<file path="config.mk">
export PLATFORM = sky130hd
export DESIGN_NAME = ula_seq_16bits_flat
export DESIGN_NICKNAME = d
export VERILOG_FILES = /design/src/rtl/ula_seq_16bits_if.sv /design/src/rtl/ula_seq_16bits.sv /design/src/flat_wrapper.sv
export SDC_FILE = /design/constraint.sdc
export NUM_CORES = 1
export LEC_CHECK = 0
export ABC_AREA = 1
export CAP_MARGIN = 10
export CORE_ASPECT_RATIO = 1.4
export CORE_MARGIN = 2
export CORE_UTILIZATION = 40
export CTS_CLUSTER_DIAMETER = 150
export DETAILED_ROUTE_END_ITERATION = 16
export PLACE_DENSITY = 0.76
export SYNTH_ARGS = -nofsm -noshare
export SYNTH_HDL_FRONTEND = slang
export SYNTH_SLANG_ARGS = --single-unit
</file>
<file path="constraint.sdc">
create_clock -name clk -period 1.25 [get_ports clk]
set_input_delay 0.1875 -clock clk [delete_from_list [all_inputs] [get_ports clk]]
set_output_delay 0.1875 -clock clk [all_outputs]
set_load 0.02 [all_outputs]
</file>
<file path="src/rtl/ula_seq_16bits_if.sv">
// Bus bundle for the 16-bit sequencer: request, response and 8-bit ALU legs.
// Carries req_short only when ULA_SEQ_SHORT_EN is defined.
interface ula_seq_16bits_if;
  logic        req_valid;
  logic        req_ready;
  logic [15:0] req_a;
  logic [15:0] req_b;
  logic [3:0]  req_s;
  logic        req_m;
  logic        req_c_in;
`ifdef ULA_SEQ_SHORT_EN
  logic        req_short;
`endif
  logic        resp_valid;
  logic        resp_ready;
  logic [15:0] resp_f;
  logic        resp_c_out;
  logic        resp_a_eq_b;
  logic [7:0]  alu_a;
  logic [7:0]  alu_b;
  logic [3:0]  alu_s;
  logic        alu_m;
  logic        alu_c_in;
  logic [7:0]  alu_f;
  logic        alu_c_out;
  logic        alu_a_eq_b;

  modport slave (
`ifdef ULA_SEQ_SHORT_EN
    input  req_short,
`endif
    input  req_valid, req_a, req_b, req_s,
    input  req_m, req_c_in, resp_ready,
    input  alu_f, alu_c_out, alu_a_eq_b,
    output req_ready, resp_valid, resp_f,
    output resp_c_out, resp_a_eq_b,
    output alu_a, alu_b, alu_s, alu_m, alu_c_in
  );

  modport master (
`ifdef ULA_SEQ_SHORT_EN
    output req_short,
`endif
    output req_valid, req_a, req_b, req_s,
    output req_m, req_c_in, resp_ready,
    output alu_f, alu_c_out, alu_a_eq_b,
    input  req_ready, resp_valid, resp_f,
    input  resp_c_out, resp_a_eq_b,
    input  alu_a, alu_b, alu_s, alu_m, alu_c_in
  );
endinterface

</file>
<file path="src/rtl/ula_seq_16bits.sv">
// 16-bit ALU op done as two passes through an external 8-bit ula_8bits.
// ULA_SEQ_SHORT_EN adds a low-byte-only request (req_short).
module ula_seq_16bits (
  input logic             clk,
  input logic             rst_n,
  ula_seq_16bits_if.slave bus
);

  typedef enum logic [1:0] {
    IDLE,
    LO,
    HI,
    DONE
  } state_t;

  state_t      r_state;
  logic [15:0] r_a;
  logic [15:0] r_b;
  logic [3:0]  r_s;
  logic        r_m;
  logic        r_c_in;
`ifdef ULA_SEQ_SHORT_EN
  logic        r_short;
`endif
  logic        r_carry_lo;
  logic        r_eq_lo;
  logic        r_req_ready;
  logic        r_resp_valid;
  logic [15:0] r_f;
  logic        r_c_out;
  logic        r_eq;

  logic        w_lo;
  logic        w_hi;
  logic [7:0]  w_alu_a;
  logic [7:0]  w_alu_b;
  logic [3:0]  w_alu_s;
  logic        w_alu_m;
  logic        w_alu_c_in;

  assign w_lo = (r_state == LO);
  assign w_hi = (r_state == HI);

  // ALU legs are idle-zero outside the two compute passes
  always_comb begin
    w_alu_a    = 8'h00;
    w_alu_b    = 8'h00;
    w_alu_s    = 4'h0;
    w_alu_m    = 1'b0;
    w_alu_c_in = 1'b0;
    unique case (1'b1)
      w_lo: begin
        w_alu_a    = r_a[7:0];
        w_alu_b    = r_b[7:0];
        w_alu_s    = r_s;
        w_alu_m    = r_m;
        w_alu_c_in = r_c_in;
      end
      w_hi: begin
        w_alu_a    = r_a[15:8];
        w_alu_b    = r_b[15:8];
        w_alu_s    = r_s;
        w_alu_m    = r_m;
        w_alu_c_in = r_carry_lo;
      end
      default: ;
    endcase
  end

  always_ff @(posedge clk) begin
    if (!rst_n) begin
      r_state      <= IDLE;
      r_a          <= 16'h0000;
      r_b          <= 16'h0000;
      r_s          <= 4'h0;
      r_m          <= 1'b0;
      r_c_in       <= 1'b0;
`ifdef ULA_SEQ_SHORT_EN
      r_short      <= 1'b0;
`endif
      r_carry_lo   <= 1'b0;
      r_eq_lo      <= 1'b0;
      r_req_ready  <= 1'b1;
      r_resp_valid <= 1'b0;
      r_f          <= 16'h0000;
      r_c_out      <= 1'b0;
      r_eq         <= 1'b0;
    end else begin
      unique case (r_state)
        IDLE: begin
          if (bus.req_valid) begin
            r_a         <= bus.req_a;
            r_b         <= bus.req_b;
            r_s         <= bus.req_s;
            r_m         <= bus.req_m;
            r_c_in      <= bus.req_c_in;
`ifdef ULA_SEQ_SHORT_EN
            r_short     <= bus.req_short;
`endif
            r_req_ready <= 1'b0;
            r_state     <= LO;
          end
        end
        LO: begin
          r_f[7:0]   <= bus.alu_f;
          r_carry_lo <= bus.alu_c_out;
          r_eq_lo    <= bus.alu_a_eq_b;
`ifdef ULA_SEQ_SHORT_EN
          if (r_short) begin
            r_f[15:8]    <= 8'h00;
            r_c_out      <= bus.alu_c_out;
            r_eq         <= bus.alu_a_eq_b;
            r_resp_valid <= 1'b1;
            r_state      <= DONE;
          end else begin
            r_state <= HI;
          end
`else
          r_state <= HI;
`endif
        end
        HI: begin
          r_f[15:8]    <= bus.alu_f;
          r_c_out      <= bus.alu_c_out;
          r_eq         <= r_eq_lo & bus.alu_a_eq_b;
          r_resp_valid <= 1'b1;
          r_state      <= DONE;
        end
        DONE: begin
          if (bus.resp_ready) begin
            r_resp_valid <= 1'b0;
            r_req_ready  <= 1'b1;
            r_state      <= IDLE;
          end
        end
        default: r_state <= IDLE;
      endcase
    end
  end

  assign bus.req_ready   = r_req_ready;
  assign bus.resp_valid  = r_resp_valid;
  assign bus.resp_f      = r_f;
  assign bus.resp_c_out  = r_c_out;
  assign bus.resp_a_eq_b = r_eq;
  assign bus.alu_a       = w_alu_a;
  assign bus.alu_b       = w_alu_b;
  assign bus.alu_s       = w_alu_s;
  assign bus.alu_m       = w_alu_m;
  assign bus.alu_c_in    = w_alu_c_in;

endmodule

</file>
<file path="src/flat_wrapper.sv">
// flat-port wrapper written by rule: the top's interface ports become plain ports
module ula_seq_16bits_flat 
  (clk, rst_n, bus_req_valid, bus_req_a, bus_req_b, bus_req_s, bus_req_m, bus_req_c_in, bus_resp_ready, bus_alu_f, bus_alu_c_out, bus_alu_a_eq_b, bus_req_ready, bus_resp_valid, bus_resp_f, bus_resp_c_out, bus_resp_a_eq_b, bus_alu_a, bus_alu_b, bus_alu_s, bus_alu_m, bus_alu_c_in);
  ula_seq_16bits_if bus_i ();
  input logic clk;
  input logic rst_n;
  input wire logic [$bits(bus_i.req_valid)-1:0] bus_req_valid;
  input wire logic [$bits(bus_i.req_a)-1:0] bus_req_a;
  input wire logic [$bits(bus_i.req_b)-1:0] bus_req_b;
  input wire logic [$bits(bus_i.req_s)-1:0] bus_req_s;
  input wire logic [$bits(bus_i.req_m)-1:0] bus_req_m;
  input wire logic [$bits(bus_i.req_c_in)-1:0] bus_req_c_in;
  input wire logic [$bits(bus_i.resp_ready)-1:0] bus_resp_ready;
  input wire logic [$bits(bus_i.alu_f)-1:0] bus_alu_f;
  input wire logic [$bits(bus_i.alu_c_out)-1:0] bus_alu_c_out;
  input wire logic [$bits(bus_i.alu_a_eq_b)-1:0] bus_alu_a_eq_b;
  output wire logic [$bits(bus_i.req_ready)-1:0] bus_req_ready;
  output wire logic [$bits(bus_i.resp_valid)-1:0] bus_resp_valid;
  output wire logic [$bits(bus_i.resp_f)-1:0] bus_resp_f;
  output wire logic [$bits(bus_i.resp_c_out)-1:0] bus_resp_c_out;
  output wire logic [$bits(bus_i.resp_a_eq_b)-1:0] bus_resp_a_eq_b;
  output wire logic [$bits(bus_i.alu_a)-1:0] bus_alu_a;
  output wire logic [$bits(bus_i.alu_b)-1:0] bus_alu_b;
  output wire logic [$bits(bus_i.alu_s)-1:0] bus_alu_s;
  output wire logic [$bits(bus_i.alu_m)-1:0] bus_alu_m;
  output wire logic [$bits(bus_i.alu_c_in)-1:0] bus_alu_c_in;
  assign bus_i.req_valid = bus_req_valid;
  assign bus_i.req_a = bus_req_a;
  assign bus_i.req_b = bus_req_b;
  assign bus_i.req_s = bus_req_s;
  assign bus_i.req_m = bus_req_m;
  assign bus_i.req_c_in = bus_req_c_in;
  assign bus_i.resp_ready = bus_resp_ready;
  assign bus_i.alu_f = bus_alu_f;
  assign bus_i.alu_c_out = bus_alu_c_out;
  assign bus_i.alu_a_eq_b = bus_alu_a_eq_b;
  assign bus_req_ready = bus_i.req_ready;
  assign bus_resp_valid = bus_i.resp_valid;
  assign bus_resp_f = bus_i.resp_f;
  assign bus_resp_c_out = bus_i.resp_c_out;
  assign bus_resp_a_eq_b = bus_i.resp_a_eq_b;
  assign bus_alu_a = bus_i.alu_a;
  assign bus_alu_b = bus_i.alu_b;
  assign bus_alu_s = bus_i.alu_s;
  assign bus_alu_m = bus_i.alu_m;
  assign bus_alu_c_in = bus_i.alu_c_in;
  ula_seq_16bits u_core (.clk(clk), .rst_n(rst_n), .bus(bus_i));
endmodule
</file>
==> flow_metrics.env, run 1 <==
export IMPL_violations="setup timing"
export IMPL_rsz0062_at_grt="true"
export IMPL_grt_pass1_wl_um=12050
export IMPL_finalSetupViolCount=35
export IMPL_grt_use_total=0.2178
export IMPL_seqPwrFrac=0.291
export IMPL_final_layout_size_suffix_gt1_frac=0.3277
export IMPL_cts_buffers=9
export IMPL_initial_utilization=0.4120
export IMPL_cp_common_cell="buf_6"
export IMPL_start_kind="flop"
export IMPL_yosysTopAreaCell="dfxtp_1"
export IMPL_clkLatencyLatePin_ns=0.34
export IMPL_cellPowerDensity_nw_per_um2=2368
export IMPL_finalCriticalPeriod_ns=1.686
export IMPL_p_clk_frac=0.201
export IMPL_cp_required_ns=1.06
export IMPL_placementRows=34
export IMPL_synth_area_um2=2541
export IMPL_io_buffers=93
export IMPL_synth_warnings=0
export IMPL_cts_tree="yes"
export IMPL_maxCapViolCount=0
export IMPL_path_buf_inv=3
export IMPL_fin_skew_ns=0.006534
export IMPL_die_w_um=71.37
export IMPL_critical_path_class="flop to primary output"
export IMPL_status="complete, but fails checks"
export IMPL_vias=2689
export IMPL_antennaDiodeCount=0
export IMPL_area_growth_pct=79.22
export IMPL_share_comb_of_total_power=0.509
export IMPL_ctsHtreeMaxLevel=3
export IMPL_avgSynthCellArea_um2=7.240
export IMPL_cp_max_fo=8
export IMPL_hold_viol=0
export IMPL_leakage_nw=1.903
export IMPL_switching_share=0.3996
export IMPL_clkTransAtPathRegs_ns=0.07
export IMPL_wl_met1_um=2952
export IMPL_max_freq_ghz=0.5932
export IMPL_overflow=0
export IMPL_total_power_mw=10.78
export IMPL_io_pins=94
export IMPL_relSlewSlack=0.8320
export IMPL_grt_max_degree=63
export IMPL_crit_path_end_kind="primary output"
export IMPL_timing_critical_path_arrival_ns=1.50
export IMPL_p_int_mw=6.474
export IMPL_cts_buffer_depth=2
export IMPL_synth_top_area_frac=0.4884
export IMPL_gp_congestion=0.8084
export IMPL_drc=0
export IMPL_die_area_um2=7016
export IMPL_synth_area_leaders="dfxtp_1, nor2_1, o21ai_0"
export IMPL_die_h_um=98.31
export IMPL_ys_types=15
export IMPL_drt_iter0_markers=139
export IMPL_cts_root_buffer="clkbuf_8"
export IMPL_layout_setup_ws_ns=-0.4358
export IMPL_cpMaxStageDelayCell="dfxtp_4"
export IMPL_stdcell_count=542
export IMPL_wl_per_cell_um=14.27
export IMPL_syn_nets=409
export IMPL_fillers=463
export IMPL_fin_setup_tns_ns=-9.396
export IMPL_drt_pass1_iter_count=5
export IMPL_dp_hpwl_um=4969
export IMPL_dp_cells=518
export IMPL_hp_class="primary input to flop"
export IMPL_routed_via_density=4.961
export IMPL_post_route_period_util=1.349
export IMPL_worst_slew_pin_transition_ns=0.2521
export IMPL_grt_pass1_vias=2643
export IMPL_crit_family="buffers and inverters"
export IMPL_clock_sinks=62
export IMPL_route_met2_wl_um=4200
export IMPL_ys_ff_latch=62
export IMPL_peakVddDrop_mv=2.011
export IMPL_ys_seq_area_frac=0.4884
export IMPL_dp_slack_ns=-0.6162
export IMPL_ant_nets=0
export IMPL_worstPathCellList="buf_6 > ha_4 > clkbuf_16 > nand2_2 > a21oi_4 > buf_6"
export IMPL_maxSlewViolCount=0
export IMPL_finalNetCount=523
export IMPL_fin_hold_ws_ns=0.2982
export IMPL_netSwitchingPower_mw=4.309
export IMPL_wirelength_um=7733
export IMPL_wl_met3_um=372
export IMPL_antenna_found_initial=0
export IMPL_cts_hold_fix_buffers=0
export IMPL_top_layer="met4"
export IMPL_critPathMaxStageDelay_ns=0.37
export IMPL_core_um2=6168
export IMPL_syn_inst=351
[power by group through the flow]
| stage | sequential, mW | combinational (mW) | clock [mW] |
|---|---|---|---|
| after floorplan | 3.28 | 2.63 | 0 |
| final | 3.13 | 5.49 | 2.16 |
| after global routing | 3.22 | 5.89 | 2.29 |
| after detailed placement | 3.03 | 4.65 | 0 |
| after global placement | 3.01 | 4.56 | 0 |
| after CTS | 3.04 | 4.86 | 2.19 |
[path summary, 6_finish.rpt]
| path | cells past startpoint | to | slack, ns | startpoint |
|---|---|---|---|---|
| hold / removal | 3 | u_core.bus.req_ready | 0.30 | rst_n |
| setup reg to reg | 8 | u_core.r_carry_lo | -0.06 | u_core.r_state[1] |
| setup / recovery | 6 | bus_alu_b[3] | -0.44 | u_core.r_state[1] |
| hold reg to reg | 2 | u_core.bus.req_ready | 0.46 | u_core.bus.req_ready |
[per-stage QoR]
stage	utilization	area [µm²]
after floorplan	-	2803
after global placement	0.6318	3897
after detailed placement	0.6318	3897
after CTS	0.6882	4245
after global routing	0.7383	4554
final	0.7383	4554
[layout make-up]
type	count	area, µm²	share of cell area
Timing Repair Buffer	124	1328	0.2915
Inverter	13	80.08	0.01758
Clock buffer	10	137.6	0.03022
Tap cell	72	90.09	0.01978
Clock inverter	6	108.9	0.02390
Sequential cell	62	1249	0.2742
Multi-Input combinational cell	255	1562	0.3429
[worst min-delay path, cell delays in order]
cell	delay [ns]
buf_2	0.11
buf_12	0.19
nand3_1	0.10
[cell usage after synthesis (all sizes together)]
master  instances
nor2          118
dfxtp          62
o21ai          59
nand2          47
a21oi          21
buf            19
inv            11
ha              6
nand3           4
clkbuf          2
clkinv          2
[what timing repair did]
action / CTS / global route
setup endpoints to repair: 62 / 70
cloned: 0 / 1
pin swaps: 6 / 30
setup buffers: 3 / 4
gates resized for setup: 184 / 97
[cells in the final DEF (no fill, tap or decap), types with 10 or more instances in the layout]
cell / instances
a21oi_4: 17
buf_4: 12
buf_6: 31
clkbuf_8: 10
clkdlybuf4s15_1: 10
clkdlybuf4s50_1: 50
dfxtp_1: 60
dlygate4sd2_1: 10
nand2_1: 22
nand2_2: 15
nand2_4: 10
nor2_1: 104
nor2_2: 13
o21ai_0: 29
o21ai_1: 23
[cell families after synthesis]
family / count (synthesis) / share of synthesized area
adders and majority gates: 6 / 0.02954
buffers and inverters: 34 / 0.07189
AOI/OAI and AO/OA: 80 / 0.1576
DFF: 62 / 0.4884
and+or+nand+nor: 169 / 0.2526
[state kept, by name, indices dropped and copies added, names as in the netlist, 2 cells and up]
signal             count
u_core.r_s             4
u_core.bus.resp_f     16
u_core.r_b            16
u_core.r_state         2
u_core.r_a            16
[routing by layer]
layer / GRT usage / up-vias
met2: 0.3860 / 74
met5: 0 / -
li1: - / 1347
met1: 0.2419 / 1249
met3: 0.04231 / 19
met4: 0.1103 / 0
Note: power is estimated with default switching activity, not from simulation.
==> inputs of run 2 (changes only) <==
- SLEW_MARGIN: not set -> 10
==> results of run 2 <==
The final DEF is identical to that of run 1; final timing and power are the same.
==> inputs of run 3 (changes only) <==
- CORE_UTILIZATION: 40 -> 30
- PLACE_DENSITY: 0.76 -> not set
- SETUP_SLACK_MARGIN: not set -> 0.3
==> run 3 against run 2 <==
- the run still ends with setup timing left
- combinational power up 50%
- critical path depth unchanged
- sequential share of layout area decreased by 4.8 points
- via count is 6.4% higher
- final area up 24%
- flip-flop and latch count is the same
- clock skew decreased by 0.0028 ns
- final cell count rose by 11%
- critical endpoint is now bus_alu_a[6]
==> flow_metrics.env, run 3 (synthesis results as in run 1) <==
export IMPL_status="complete, but fails checks"
export IMPL_violations="setup timing"
export IMPL_cts_hold_fix_buffers=0
export IMPL_p_int_mw=8.679
export IMPL_max_freq_ghz=0.5907
export IMPL_die_h_um=112.9
export IMPL_hold_viol=0
export IMPL_initial_utilization=0.3100
export IMPL_peakVddDrop_mv=1.484
export IMPL_finalSetupViolCount=71
export IMPL_cts_buffers=9
export IMPL_relSlewSlack=0.8484
export IMPL_wl_met3_um=295
export IMPL_switching_share=0.3939
export IMPL_finalNetCount=553
export IMPL_hp_class="primary input to flop"
export IMPL_cellPowerDensity_nw_per_um2=2543
export IMPL_clkTransAtPathRegs_ns=0.05
export IMPL_wl_met1_um=3462
export IMPL_clkLatencyLatePin_ns=0.32
export IMPL_final_layout_size_suffix_gt1_frac=0.5840
export IMPL_io_pins=94
export IMPL_fin_skew_ns=0.003752
export IMPL_grt_use_total=0.1946
export IMPL_leakage_nw=2.239
export IMPL_dp_slack_ns=-0.5844
export IMPL_final_util=0.6870
export IMPL_core_um2=8198
export IMPL_stdcell_area_um2=5632
export IMPL_cp_max_fo=9
export IMPL_dp_hpwl_um=5413
export IMPL_stdcell_count=602
export IMPL_vias=2862
export IMPL_fin_hold_ws_ns=0.2645
export IMPL_start_kind="flop"
export IMPL_clock_sinks=62
export IMPL_die_w_um=81.79
export IMPL_antennaDiodeCount=0
export IMPL_cts_tree="yes"
export IMPL_hp_start="rst_n"
export IMPL_worst_slew_pin_transition_ns=0.2267
export IMPL_gp_congestion=0.7522
export IMPL_ant_nets=0
export IMPL_finalCriticalPeriod_ns=1.693
export IMPL_seqPwrFrac=0.239
export IMPL_grt_pass1_wl_um=13520
export IMPL_overflow=0
export IMPL_maxSlewViolCount=0
export IMPL_post_route_period_util=1.354
export IMPL_dp_cells=547
export IMPL_cts_buffer_depth=2
export IMPL_cp_required_ns=1.06
export IMPL_cts_root_buffer="clkbuf_16"
export IMPL_routed_via_density=4.754
export IMPL_share_comb_of_total_power=0.575
export IMPL_drt_iter0_markers=97
export IMPL_wl_per_cell_um=15.35
export IMPL_p_clk_frac=0.186
export IMPL_setup_worst_path_start="u_core.r_state[0]"
export IMPL_grt_pass1_vias=2867
export IMPL_die_area_um2=9234
export IMPL_mostFrequentLayoutCell="nor2_1"
export IMPL_netSwitchingPower_mw=5.641
export IMPL_crit_path_end_kind="primary output"
export IMPL_critical_path_class="flop to primary output"
export IMPL_maxCapViolCount=0
export IMPL_ctsHtreeMaxLevel=3
export IMPL_reg2reg_from="u_core.r_state[0]"
export IMPL_drc=0
export IMPL_timing_critical_path_arrival_ns=1.51
export IMPL_grt_max_degree=40
export IMPL_placementRows=39
export IMPL_io_buffers=93
export IMPL_area_growth_pct=121.6
export IMPL_route_met2_wl_um=5296
export IMPL_drt_pass1_iter_count=4
export IMPL_antenna_found_initial=0
export IMPL_layout_common_cells="nor2_1, clkdlybuf4s50_1, buf_6"
export IMPL_wirelength_um=9243
export IMPL_top_layer="met4"
export IMPL_rsz0062_at_grt="true"
export IMPL_layout_setup_ws_ns=-0.4428
export IMPL_placed_area_um2=3954
-- run 3: cell count changes in the layout (fill, tap and decap cells not counted), moves of 19 or more --
cell,change
buf_6,+19
dfxtp_1,-20
dfxtp_2,+20
nor2_1,-38
nor2_4,+35
o21ai_0,-29
o21ai_2,+31
-- run 3: metal layers --
metal  vias up  global-route usage
met5         -                   0
met4         0             0.09111
met3        15             0.03509
met2        62              0.3545
met1      1359              0.2102
li1       1426                   -
-- run 3: per-stage QoR --
stage	power (mW)	setup TNS [ns]
5_1_grt	15.01	-16.98
6_report	14.32	-13.70
3_5_place_dp	7.772	-17.01
3_3_place_gp	7.705	-15.09
4_1_cts	13.41	-11.85
2_1_floorplan	6.060	-0.7572
-- run 3: final cells by class --
cell class                 count  area (µm²)
timing repair buffer         151        1819
timing repair inverter         3       47.55
clock inverter                 7       97.59
multi-input combinational    255        1914
tap                          102       127.6
clock buffer                   9       225.2
inverter                      13       126.4
sequential                    62        1274
fill                         634        2566
-- run 3: power by group through the flow --
stage	clock network (mW)	registers (mW)	logic (mW)
after floorplan	0	3.29	2.77
after global placement	0	3.06	4.65
after detailed placement	0	3.07	4.70
after CTS	2.72	3.31	7.39
after global routing	2.81	3.48	8.72
final	2.66	3.42	8.24
-- run 3: path summary, 6_finish.rpt --
| kind | end | slack, ns | cells past startpoint |
|---|---|---|---|
| max | bus_alu_a[6] | -0.44 | 6 |
| min | u_core.bus.req_ready | 0.26 | 3 |
| max reg2reg | u_core.bus.resp_f[4] | -0.27 | 9 |
| min reg2reg | u_core.bus.req_ready | 0.47 | 2 |
-- run 3: worst max-delay path: stages (launching register included) --
cell	delay (ns)
dfxtp_4	0.37
buf_4	0.13
ha_4	0.17
buf_12	0.14
nand2_2	0.07
a21oi_4	0.17
buf_6	0.14
-- run 3: what timing repair did --
action / in CTS / in global routing
endpoints found under the setup margin: 104 / 104
pin swaps: 35 / 20
gates cloned: 11 / 1
gates resized for setup: 437 / 72
setup buffers: 14 / 13
